$ cat src/rtl/zero_cross_period_meter_if.sv
// Sample stream in, averaged period result out.
interface zero_cross_period_meter_if;
   logic signed [15:0] sample_in;
   logic               sample_valid;
   logic signed [16:0] period_out;
   logic               period_valid;
   logic               no_signal;

   modport master (
      output sample_in, sample_valid,
      input  period_out, period_valid, no_signal
   );

   modport slave (
      input  sample_in, sample_valid,
      output period_out, period_valid, no_signal
   );
endinterface

$ cat src/rtl/zero_cross_period_meter.sv
// Rising zero-crossing period meter with Schmitt hysteresis, glitch rejection,
// timeout-based loss-of-signal detection and power-of-two averaging.
module zero_cross_period_meter #(
   parameter int HYST       = 64,
   parameter int MIN_PERIOD = 8,
   parameter int MAX_PERIOD = 4095,
   parameter int AVG_LOG2   = 2
) (
   input  logic clk,
   input  logic reset,
   zero_cross_period_meter_if.slave bus
);
   localparam int ACC_W  = 16 + AVG_LOG2;
   localparam int NACC_W = AVG_LOG2 + 1;
   localparam logic [NACC_W-1:0] AVG_N    = NACC_W'(1 << AVG_LOG2);
   localparam logic signed [16:0] HYST_POS = 17'(HYST);
   localparam logic signed [16:0] HYST_NEG = -HYST_POS;

   typedef enum logic {IDLE, TRACK} state_t;

   state_t              state_reg, state_next;
   logic                hi_reg, hi_next;
   logic [15:0]         cnt_reg, cnt_next;
   logic [ACC_W-1:0]    acc_reg, acc_next;
   logic [NACC_W-1:0]   nacc_reg, nacc_next;
   logic [16:0]         period_reg, period_next;
   logic                valid_reg, valid_next;
   logic                no_signal_reg, no_signal_next;

   logic signed [16:0]  s_ext;
   logic                rise;
   logic [16:0]         p;
   logic [ACC_W-1:0]    acc_sum;
   logic [NACC_W-1:0]   nacc_inc;

   always_ff @(posedge clk) begin
      if (reset) begin
         state_reg     <= IDLE;
         hi_reg        <= 1'b0;
         cnt_reg       <= '0;
         acc_reg       <= '0;
         nacc_reg      <= '0;
         period_reg    <= '0;
         valid_reg     <= 1'b0;
         no_signal_reg <= 1'b1;
      end else begin
         state_reg     <= state_next;
         hi_reg        <= hi_next;
         cnt_reg       <= cnt_next;
         acc_reg       <= acc_next;
         nacc_reg      <= nacc_next;
         period_reg    <= period_next;
         valid_reg     <= valid_next;
         no_signal_reg <= no_signal_next;
      end
   end

   // Sign-extend by one bit so the threshold compares can never wrap.
   always_comb begin
      s_ext    = {bus.sample_in[15], bus.sample_in};
      rise     = bus.sample_valid && !hi_reg && (s_ext >= HYST_POS);
      p        = {1'b0, cnt_reg} + 17'd1;
      acc_sum  = acc_reg + ACC_W'(p);
      nacc_inc = nacc_reg + NACC_W'(1);
   end

   always_comb begin
      state_next     = state_reg;
      hi_next        = hi_reg;
      cnt_next       = cnt_reg;
      acc_next       = acc_reg;
      nacc_next      = nacc_reg;
      period_next    = period_reg;
      valid_next     = 1'b0;
      no_signal_next = no_signal_reg;

      if (bus.sample_valid) begin
         if (!hi_reg && (s_ext >= HYST_POS)) begin
            hi_next = 1'b1;
         end else if (hi_reg && (s_ext <= HYST_NEG)) begin
            hi_next = 1'b0;
         end

         case (state_reg)
            IDLE: begin
               cnt_next = '0;
               if (rise) begin
                  state_next = TRACK;
               end
            end
            TRACK: begin
               if (p > 17'(MAX_PERIOD)) begin
                  // A rising event on the timeout sample re-arms immediately.
                  state_next     = rise ? TRACK : IDLE;
                  cnt_next       = '0;
                  acc_next       = '0;
                  nacc_next      = '0;
                  no_signal_next = 1'b1;
               end else if (rise && (p < 17'(MIN_PERIOD))) begin
                  cnt_next = p[15:0];
               end else if (rise) begin
                  cnt_next = '0;
                  if (nacc_inc == AVG_N) begin
                     period_next    = {1'b0, acc_sum[ACC_W-1:AVG_LOG2]};
                     valid_next     = 1'b1;
                     acc_next       = '0;
                     nacc_next      = '0;
                     no_signal_next = 1'b0;
                  end else begin
                     acc_next  = acc_sum;
                     nacc_next = nacc_inc;
                  end
               end else begin
                  cnt_next = p[15:0];
               end
            end
            default: state_next = IDLE;
         endcase
      end
   end

   always_comb begin
      bus.period_out   = period_reg;
      bus.period_valid = valid_reg;
      bus.no_signal    = no_signal_reg;
   end
endmodule

$ cat src/flat_wrapper.sv
// flat-port wrapper written by rule: the top's interface ports become plain ports
module zero_cross_period_meter_flat 
#(
   parameter int HYST       = 64,
   parameter int MIN_PERIOD = 8,
   parameter int MAX_PERIOD = 4095,
   parameter int AVG_LOG2   = 2
)
  (clk, reset, bus_sample_in, bus_sample_valid, bus_period_out, bus_period_valid, bus_no_signal);
  zero_cross_period_meter_if bus_i ();
  input  logic clk;
  input  logic reset;
  input wire logic [$bits(bus_i.sample_in)-1:0] bus_sample_in;
  input wire logic [$bits(bus_i.sample_valid)-1:0] bus_sample_valid;
  output wire logic [$bits(bus_i.period_out)-1:0] bus_period_out;
  output wire logic [$bits(bus_i.period_valid)-1:0] bus_period_valid;
  output wire logic [$bits(bus_i.no_signal)-1:0] bus_no_signal;
  assign bus_i.sample_in = bus_sample_in;
  assign bus_i.sample_valid = bus_sample_valid;
  assign bus_period_out = bus_i.period_out;
  assign bus_period_valid = bus_i.period_valid;
  assign bus_no_signal = bus_i.no_signal;
  zero_cross_period_meter #(.HYST(HYST), .MIN_PERIOD(MIN_PERIOD), .MAX_PERIOD(MAX_PERIOD), .AVG_LOG2(AVG_LOG2)) u_core (.clk(clk), .reset(reset), .bus(bus_i));
endmodule
$ cat config.mk
export PLATFORM = sky130hd
export DESIGN_NAME = zero_cross_period_meter_flat
export DESIGN_NICKNAME = d
export VERILOG_FILES = /design/src/rtl/zero_cross_period_meter_if.sv /design/src/rtl/zero_cross_period_meter.sv /design/src/flat_wrapper.sv
export SDC_FILE = /design/constraint.sdc
export NUM_CORES = 1
export LEC_CHECK = 0
export CORE_MARGIN = 10
export CORE_UTILIZATION = 30
export CTS_CLUSTER_SIZE = 12
export DETAILED_ROUTE_END_ITERATION = 10
export PLACE_DENSITY = 0.45
export SYNTH_ARGS = -nofsm -noshare
export SYNTH_HDL_FRONTEND = slang
export SYNTH_SLANG_ARGS = --single-unit
export TNS_END_PERCENT = 10
$ cat constraint.sdc
create_clock -name clk -period 5.6 [get_ports clk]
set_clock_uncertainty 0.15 [all_clocks]
set_input_delay 0.56 -clock clk [delete_from_list [all_inputs] [get_ports clk]]
set_output_delay 0.56 -clock clk [all_outputs]
set_load 0.01 [all_outputs]
==> run_results.csv, run 1 <==
group,metric,value,unit
critical_path,path_buf_inv,0,
critical_path,critPathMaxFanout,10,
hold_path,hold_class,"reg -> reg",
critical_path,worstPathRequired,5.71,ns
routing,wl_per_cell,17.3,µm
critical_path,slowest_stage,"dfxtp_1",
global_routing,grt_max_degree,34,
synthesis,synth_most_common_cell,"dfxtp_1",
layout,final_area,4540,µm²
synthesis,avgSynthCellArea,8.64,µm²
timing,min_period,4.15,ns
cts,clk_pin_slew,0.05,ns
synthesis,async_reset_ff_share,0,%
place,hpwl,8220,µm
die,start_util,30.4,%
global_routing,grt_pass1_wl,18200,µm
cts,clock_latency,0.33,ns
run,cap_violations,0,
timing,relSlewSlack,33.7,%
timing,final.period_utilization,74.1,%
cts,cts_htree_levels,3,
synthesis,synthFlopType,"dfxtp_1",
critical_path,path_class,"reg -> reg",
layout,drive_gt1_share,8.76,%
critical_path,r2r-end,"u_core.acc_reg[17]$_SDFFE_PP0P_",
critical_path,rrSetupSlack,1.45,ns
timing,finalSetupTns,0,ns
die,die_width,133,µm
critical_path,r2r_cells,12,
synthesis,synth_edf_count,0,
critical_path,cp-start-kind,"flop",
cts,cts_buffers,9,
place,gp_congestion,0.853,
timing,hold_ws,0.297,ns
timing,rsz0062_at_grt,"no",
layout,nNetsFinal,504,
hold_path,worstHoldStart,"u_core.acc_reg[17]$_SDFFE_PP0P_",
cts,cts_setup_buffers,0,
cts,cts_sinks,57,
synthesis,ys_ff_latch,57,
place,dpl-instance-area,4250,µm²
global_routing,grt_pass1_vias,3407,
layout,fill_cells,1300,
critical_path,reg2reg_from,"u_core.cnt_reg[1]$_SDFFE_PP0P_",
routing,num_vias,3438,
hold_path,hold_depth,1,
die,die-area,17600,µm²
synthesis,netlist_instances,440,
routing,ant_nets,0,
timing,max_freq,0.241,GHz
timing,drv_slew,0,
synthesis,synth_area,3800,µm²
cts,cts_tree,"built",
cts,cts_resized,0,
critical_path,max_stage_delay,0.50,ns
hold_path,holdPathEnd,"u_core.acc_reg[17]$_SDFFE_PP0P_",
cts,clockBufferDepth,2,
routing,avgViaCountPerCell,5.37,
synthesis,synth.top_cell.area_share,30.0,%
synthesis,synthTopCellsByCount,"57 x dfxtp_1, 31 x nand3_1, 26 x a21oi_1",
layout,diodes,0,
synthesis,synth.yosys.warnings,0,
critical_path,path_cells,"ha_1, nand4_1, or3_1, xnor2_1, ha_1, o21ai_0, nand2b_1, a31oi_1, a21oi_1, a311oi_1, or3b_1, a31oi_1",
power_and_ir_drop,vdd.ir_drop.worst,0.128,mV
timing,worst_pin_slew,0.987,ns
die,row_count,41,
timing,hold_viol,0,
synthesis,synth_nets,481,
synthesis,ys_seq_area_share,30.0,%
routing,routed_wl,11100,µm
global_routing,antenna_found_initial,0,
cts,cts_root_buffer,"clkbuf_16",
global_routing,grtUsageTotal,12.7,%
synthesis,yosysTopAreaCell,"dfxtp_1",
synthesis,ys_types,74,
power_and_ir_drop,leakage,1.74,nW
cts,hold_buffers,0,
global_routing,globalRoute.totalOverflow,0,
power_and_ir_drop,p_per_area,222,nW/µm²
routing,drc_errors,0,
run_status,status,"finished, final reports clean",
die,ios,38,
timing,setup_viol,0,
critical_path,critPathArrivalTime,4.26,ns
place,io_buffers,36,
critical_path,cp-end-kind,"flop",
layout,area_growth,19.5,%
die,die_h,133,µm
die,core,12500,µm²
layout,largest_reg_flops,18,
routing,first_pass_iters,4,
routing,drt_iter0_markers,146,
critical_path,critical-path-top-delay-family,"compound AO/OA/AOI/OAI gates",
synthesis,ys_top_cells_by_area,"dfxtp_1 30%, ha_1 6.9%, xnor2_1 4.4%",
## cells in the final DEF, fill, tap and decap left out, types with 5 or more instances in the layout
master           synthesis  layout
mux2i_1                  6       6
nand2_1                 25      25
clkdlybuf4s50_1          0      36
o21ai_1                  7       7
clkbuf_16                0       9
a21oi_1                 26      26
nor4_1                   6       6
or3_1                    5       5
a32oi_1                  6       6
xor2_1                   7       7
nand4_1                  8       8
nor3_1                  12      10
a22o_1                  14      14
and2_1                   7       7
a41oi_1                  5       5
inv_1                   15      15
nor2_1                  24      24
xnor2_1                 19      19
a21o_1                   6       6
nand3_1                 31      31
ha_1                    21      21
o21ai_0                 23      23
dfxtp_1                 57      57
## cell type report
class                   count  area [µm²]  share of cell area [%]
well taps                 172         215                    4.74
inverters                  15        56.3                    1.24
multi-input cells         342        2460                    54.1
clock inverters             5        55.1                    1.21
clock buffers              11         243                    5.34
flip-flops and latches     57        1140                    25.1
repair buffers             38         375                    8.26
## worst max path at each step
stage	start	endpoint	slack (ns)	cells past startpoint
2_1_floorplan	u_core.cnt_reg[1]$_SDFFE_PP0P_	u_core.acc_reg[17]$_SDFFE_PP0P_	2.01	12
6_report	u_core.cnt_reg[1]$_SDFFE_PP0P_	u_core.acc_reg[17]$_SDFFE_PP0P_	1.45	12
4_1_cts	u_core.cnt_reg[1]$_SDFFE_PP0P_	u_core.acc_reg[17]$_SDFFE_PP0P_	1.48	12
3_3_place_gp	u_core.cnt_reg[1]$_SDFFE_PP0P_	u_core.acc_reg[17]$_SDFFE_PP0P_	1.64	12
5_1_grt	u_core.cnt_reg[1]$_SDFFE_PP0P_	u_core.acc_reg[17]$_SDFFE_PP0P_	1.06	12
3_5_place_dp	u_core.cnt_reg[1]$_SDFFE_PP0P_	u_core.acc_reg[17]$_SDFFE_PP0P_	1.52	12
## cell families after synthesis
family                   Yosys count  synth area share [%]
flip-flops                        57                  30.0
AND/OR/NAND/NOR                  155                  24.0
adder cells (fa/ha/maj)           22                  7.44
AO/OA/AOI/OAI                    130                  24.5
buffers and inverters             41                  5.63
other                              1                0.0986
multiplexers                       7                  1.97
XOR/XNOR                          27                  6.42
## where the power goes
group	switching [mW]	internal [mW]	leakage, nW
registers	0.00159	0.408	0.460
logic	0.0270	0.0184	1.14
clock network	0.199	0.355	0.142
total	0.227	0.781	1.74
## metal layers
metal  track usage, %  vias to the layer above  part of all wire, %
met2             21.6                       56                   49
met5                0                        -                    0
met1             15.5                     1660                   47
met3             3.37                        8                  3.6
li1                 -                     1714                    -
met4             2.93                        0                 0.92
## per-stage QoR
step	std cells	setup WS, ns	utilization [%]	power (mW)
after global routing	640	1.06	36.3	1.04
after CTS	640	1.48	36.3	1.02
final	640	1.45	36.3	1.01
after global placement	624	1.64	33.9	0.463
after floorplan	440	2.01	-	0.441
after detailed placement	624	1.52	33.9	0.463
No activity file was read; power rests on OpenSTA's default activity.
==> inputs of run 2 (changes only) <==
- clock period: 5.6 -> 3.9 ns (I/O delays scaled with it)
==> run 2 against run 1 <==
Effect of this change: register-to-register slack worse by 1.1 ns; final cell count up 1.9%; critical path type unchanged; utilization up 0.90 points; non-clock buffer count up 12.
==> run_results.csv, run 2 (synthesis results as in run 1) <==
group,metric,value,unit
cts,cts_root_buffer,"clkbuf_16",
routing,num_vias,3382,
layout,mostFrequentLayoutCell,"dfxtp_1",
place,gp_congestion,0.815,
routing,routed_wl,11400,µm
layout,largest_reg_flops,18,
critical_path,critPathArrivalTime,3.60,ns
layout,final_area,4660,µm²
cts,clock_latency,0.33,ns
cts,cts_tree,"built",
die,start_util,30.4,%
timing,min_period,3.55,ns
die,die_h,133,µm
global_routing,use_met2,22.3,%
cts,cts_htree_levels,3,
routing,first_pass_iters,4,
power_and_ir_drop,power,1.50,mW
global_routing,grt_pass1_vias,3395,
routing,ant_nets,0,
critical_path,max_stage_delay,0.37,ns
cts,clk_pin_slew,0.05,ns
critical_path,reg2reg_from,"u_core.cnt_reg[0]$_SDFFE_PP0P_",
global_routing,grtUsageTotal,13.4,%
timing,max_freq,0.282,GHz
timing,hold_viol,0,
critical_path,critPathMaxFanout,9,
die,die_width,133,µm
timing,finalSetupTns,0,ns
critical_path,path_buf_inv,2,
power_and_ir_drop,leakage,1.82,nW
global_routing,top_usage_layer,"met2",
cts,cts_buffers,9,
hold_path,hold_class,"reg -> reg",
place,hpwl,8600,µm
routing,wl_per_cell,17.5,µm
global_routing,antenna_found_initial,0,
critical_path,cp-end-kind,"flop",
power_and_ir_drop,p_per_area,322,nW/µm²
layout,diodes,0,
timing,relSlewSlack,27.9,%
layout,nNetsFinal,516,
layout,layout_common_cells,"52 x dfxtp_1, 36 x clkdlybuf4s50_1, 31 x nand3_1",
cts,cts_setup_buffers,0,
timing,worst_pin_slew,1.07,ns
layout,drive_gt1_share,12.1,%
timing,final.period_utilization,90.9,%
cts,clockBufferDepth,2,
hold_path,holdPathEnd,"u_core.acc_reg[17]$_SDFFE_PP0P_",
critical_path,r2r_cells,13,
die,row_count,41,
run,cap_violations,0,
cts,cts_sinks,57,
hold_path,worstHoldStart,"u_core.acc_reg[17]$_SDFFE_PP0P_",
global_routing,grt_pass1_wl,19000,µm
critical_path,r2r-end,"u_core.bus.period_out[13]$_SDFFE_PP0P_",
critical_path,worstPathRequired,3.95,ns
timing,drv_slew,0,
global_routing,globalRoute.totalOverflow,0,
timing,setup_viol,0,
routing,drc_errors,0,
global_routing,grt_max_degree,26,
layout,area_growth,22.4,%
run_status,status,"finished, final reports clean",
die,core,12500,µm²
routing,drt_iter0_markers,245,
critical_path,rrSetupSlack,0.35,ns
place,io_buffers,36,
global_routing,use_met3,2.99,%
hold_path,hold_depth,1,
critical_path,slowest_stage,"ha_1",
die,die-area,17600,µm²
critical_path,path_class,"reg -> reg",
critical_path,cp-start-kind,"flop",
die,ios,38,
timing,hold_ws,0.295,ns
place,dpl-instance-area,4330,µm²
timing,rsz0062_at_grt,"no",
global_routing,use_met1,17.0,%
layout,fin_util,37.2,%
critical_path,critical-path-top-delay-family,"compound AO/OA/AOI/OAI gates",
routing,avgViaCountPerCell,5.19,
power_and_ir_drop,vdd.ir_drop.worst,0.203,mV
critical_path,path_cells,"ha_1, buf_4, nor2b_1, or2_2, ha_1, nand3_1, o211ai_1, o221ai_1, buf_4, a211oi_1, nor4b_1, a211oi_1, o22ai_1",
[run 2: cell count changes in the layout (fill, tap and decap cells not counted), sizes merged]
| cell | delta |
|---|---|
| buf | +12 |
| bufinv | +1 |
| clkbuf | -1 |
| clkinv | +1 |
| clkinvlp | -1 |
[run 2: per-layer routing]
layer  vias up  routed length (µm)
met5         -                   0
met4         0                 119
met3        11                 331
met2        36                5630
met1      1596                5350
li1       1739                   -
[run 2: stage by stage]
step | setup slack [ns] | instances
2_1_floorplan | 0.310 | 440
3_3_place_gp | 0.264 | 636
3_5_place_dp | 0.200 | 636
4_1_cts | 0.167 | 652
5_1_grt | 0.0370 | 652
6_report | 0.353 | 652
[run 2: layout make-up]
class | count | area [µm²]
Fill cell | 1348 | 7860
Clock inverter | 6 | 82.6
Clock buffer | 10 | 229
Tap cell | 172 | 215
Sequential cell | 57 | 1150
Timing Repair Buffer | 50 | 465
Inverter | 15 | 56.3
Multi-Input combinational cell | 342 | 2460
[run 2: what timing repair did]
| action | in CTS | in global routing |
|---|---|---|
| setup endpoints to repair | 0 | 7 |
| gates resized for setup | 0 | 8 |
| hold buffers | 0 | 0 |
[run 2: worst max-delay path by stage]
stage / from / end / slack, ns / cells after the start
floorplan: u_core.cnt_reg[1]$_SDFFE_PP0P_ / u_core.acc_reg[17]$_SDFFE_PP0P_ / 0.31 / 12
finish: u_core.cnt_reg[0]$_SDFFE_PP0P_ / u_core.bus.period_out[13]$_SDFFE_PP0P_ / 0.35 / 13
global route: u_core.cnt_reg[0]$_SDFFE_PP0P_ / u_core.bus.period_out[12]$_SDFFE_PP0P_ / 0.04 / 12
CTS: u_core.cnt_reg[3]$_SDFFE_PP0P_ / u_core.acc_reg[17]$_SDFFE_PP0P_ / 0.17 / 11
detailed placement: u_core.cnt_reg[3]$_SDFFE_PP0P_ / u_core.acc_reg[17]$_SDFFE_PP0P_ / 0.20 / 11
global placement: u_core.cnt_reg[3]$_SDFFE_PP0P_ / u_core.acc_reg[17]$_SDFFE_PP0P_ / 0.26 / 11
[run 2: report_power, final]
| group | internal (mW) | switching, mW |
|---|---|---|
| combinational | 0.0272 | 0.0392 |
| sequential | 0.586 | 0.00219 |
| clock | 0.555 | 0.289 |
==> inputs of run 3 (changes only) <==
- REMOVE_ABC_BUFFERS: default -> 1
==> run 3 against run 2 <==
Effect of this change: final cell count shrank 0.61%; largest cell class unchanged; sequential power hardly changed; global-route usage decreased by 0.77 points; flip-flop and latch count unchanged.
==> run_results.csv, run 3 (synthesis results as in run 1) <==
group,metric,value,unit
cts,cts_buffers,9,
timing,max_freq,0.281,GHz
routing,ant_nets,0,
hold_path,hold_depth,1,
routing,drc_errors,0,
cts,clk_pin_slew,0.05,ns
critical_path,path_buf_inv,0,
critical_path,cp-end-kind,"flop",
die,core,12500,µm²
place,gp_congestion,0.856,
global_routing,globalRoute.totalOverflow,0,
routing,wl_per_cell,16.7,µm
cts,clock_latency,0.32,ns
timing,hold_viol,0,
die,start_util,30.4,%
hold_path,holdPathEnd,"u_core.acc_reg[17]$_SDFFE_PP0P_",
timing,relSlewSlack,54.3,%
layout,final_cells,648,
run,cap_violations,0,
cts,cts_sinks,57,
critical_path,path_class,"reg -> reg",
critical_path,rrSetupSlack,0.34,ns
layout,fill_cells,1311,
timing,worst_pin_slew,0.683,ns
layout,multi_input_area,2460,µm²
timing,min_period,3.56,ns
routing,avgViaCountPerCell,5.27,
global_routing,antenna_found_initial,0,
place,pre_cts_ws,0.187,ns
cts,clockBufferDepth,2,
critical_path,r2r_cells,12,
die,die_h,133,µm
critical_path,cp-start-kind,"flop",
run_status,status,"finished, final reports clean",
critical_path,max_stage_delay,0.41,ns
global_routing,grt_max_degree,22,
timing,final.period_utilization,91.2,%
power_and_ir_drop,power,1.49,mW
die,die-area,17600,µm²
place,hpwl,8110,µm
die,ios,38,
layout,mostFrequentLayoutCell,"dfxtp_1",
layout,diodes,0,
place,dpl-instance-area,4310,µm²
global_routing,use_met3,2.73,%
layout,final_area,4640,µm²
routing,drt_iter0_markers,178,
power_and_ir_drop,p_per_area,321,nW/µm²
critical_path,r2r-end,"u_core.acc_reg[17]$_SDFFE_PP0P_",
global_routing,use_met2,20.3,%
critical_path,path_cells,"ha_1, nand4_1, or3_1, xnor2_2, ha_1, o21ai_0, nand2b_1, a31oi_1, a21oi_1, a311oi_1, or3b_1, a31oi_1",
hold_path,worstHoldStart,"u_core.acc_reg[17]$_SDFFE_PP0P_",
layout,area_growth,22.0,%
routing,routed_wl,10800,µm
die,row_count,41,
routing,num_vias,3415,
cts,hold_buffers,0,
critical_path,worstPathRequired,4.00,ns
place,dp.cells,633,
place,io_buffers,36,
global_routing,use_met1,16.3,%
layout,seqCellArea,1150,µm²
global_routing,grtUsageTotal,12.6,%
critical_path,critPathArrivalTime,3.66,ns
power_and_ir_drop,vdd.ir_drop.worst,0.185,mV
routing,first_pass_iters,4,
timing,drv_slew,0,
critical_path,slowest_stage,"or3_1",
layout,drive_gt1_share,11.6,%
layout,nNetsFinal,513,
hold_path,hold_class,"reg -> reg",
timing,rsz0062_at_grt,"no",
timing,setup_ws,0.345,ns
die,die_width,133,µm
critical_path,reg2reg_from,"u_core.cnt_reg[0]$_SDFFE_PP0P_",
cts,cts_root_buffer,"clkbuf_16",
timing,setup_viol,0,
global_routing,top_usage_layer,"met2",
timing,finalSetupTns,0,ns
critical_path,critical-path-top-delay-family,"simple AND/OR/NAND/NOR gates",
global_routing,grt_pass1_vias,3415,
critical_path,critPathMaxFanout,9,
power_and_ir_drop,leakage,1.82,nW
global_routing,grt_pass1_wl,18300,µm
layout,layout_common_cells,"52 x dfxtp_1, 36 x clkdlybuf4s50_1, 31 x nand3_1",
cts,cts_tree,"built",
layout,largest_reg_flops,18,
cts,cts_htree_levels,3,
==> run 3: changes by cell type in the layout (fill, tap and decap cells not counted), sizes merged <==
cell	delta
buf	-3
bufinv	-1
clkbuf	+3
clkinv	-2
clkinvlp	-1
==> run 3: worst max-delay path by stage <==
stage / startpoint / cells past startpoint / to
2_1_floorplan: u_core.cnt_reg[1]$_SDFFE_PP0P_ / 8 / u_core.bus.period_out[15]$_SDFFE_PP0P_
3_3_place_gp: u_core.cnt_reg[2]$_SDFFE_PP0P_ / 11 / u_core.acc_reg[17]$_SDFFE_PP0P_
3_5_place_dp: u_core.cnt_reg[0]$_SDFFE_PP0P_ / 12 / u_core.acc_reg[17]$_SDFFE_PP0P_
4_1_cts: u_core.cnt_reg[0]$_SDFFE_PP0P_ / 12 / u_core.acc_reg[17]$_SDFFE_PP0P_
5_1_grt: u_core.cnt_reg[8]$_SDFFE_PP0P_ / 11 / u_core.acc_reg[17]$_SDFFE_PP0P_
6_report: u_core.cnt_reg[0]$_SDFFE_PP0P_ / 12 / u_core.acc_reg[17]$_SDFFE_PP0P_
==> run 3: routing by layer <==
| layer | vias to the layer above | wire (µm) |
|---|---|---|
| met5 | - | 0 |
| met1 | 1624 | 5230 |
| li1 | 1732 | - |
| met2 | 45 | 5070 |
| met3 | 14 | 332 |
| met4 | 0 | 182 |
==> run 3: per-stage QoR <==
| stage | hold slack, ns | util, % |
|---|---|---|
| final | 0.303 | 37.1 |
| after CTS | 0.293 | 36.9 |
| after global routing | 0.331 | 37.1 |
| after floorplan | 0.262 | - |
| after detailed placement | 0.285 | 34.4 |
| after global placement | 0.275 | 34.4 |
==> run 3: where the power goes <==
group / internal (mW) / switching [mW] / total [mW]
Clock: 0.559 / 0.278 / 0.837
Sequential: 0.586 / 0.00233 / 0.588
Combinational: 0.0270 / 0.0386 / 0.0656
==> run 3: what timing repair did <==
action	in CTS	in global routing
gates resized for setup	0	7
buffers inserted	0	0
setup endpoints to repair	0	6
==> run 3: area by class of cell <==
type,instances,share of cell area (%)
Multi-Input combinational cell,342,53.1
Sequential cell,57,24.7
Timing Repair Buffer,47,9.55
Clock buffer,13,6.04
Tap cell,172,4.64
Inverter,15,1.21
Clock inverter,2,0.755
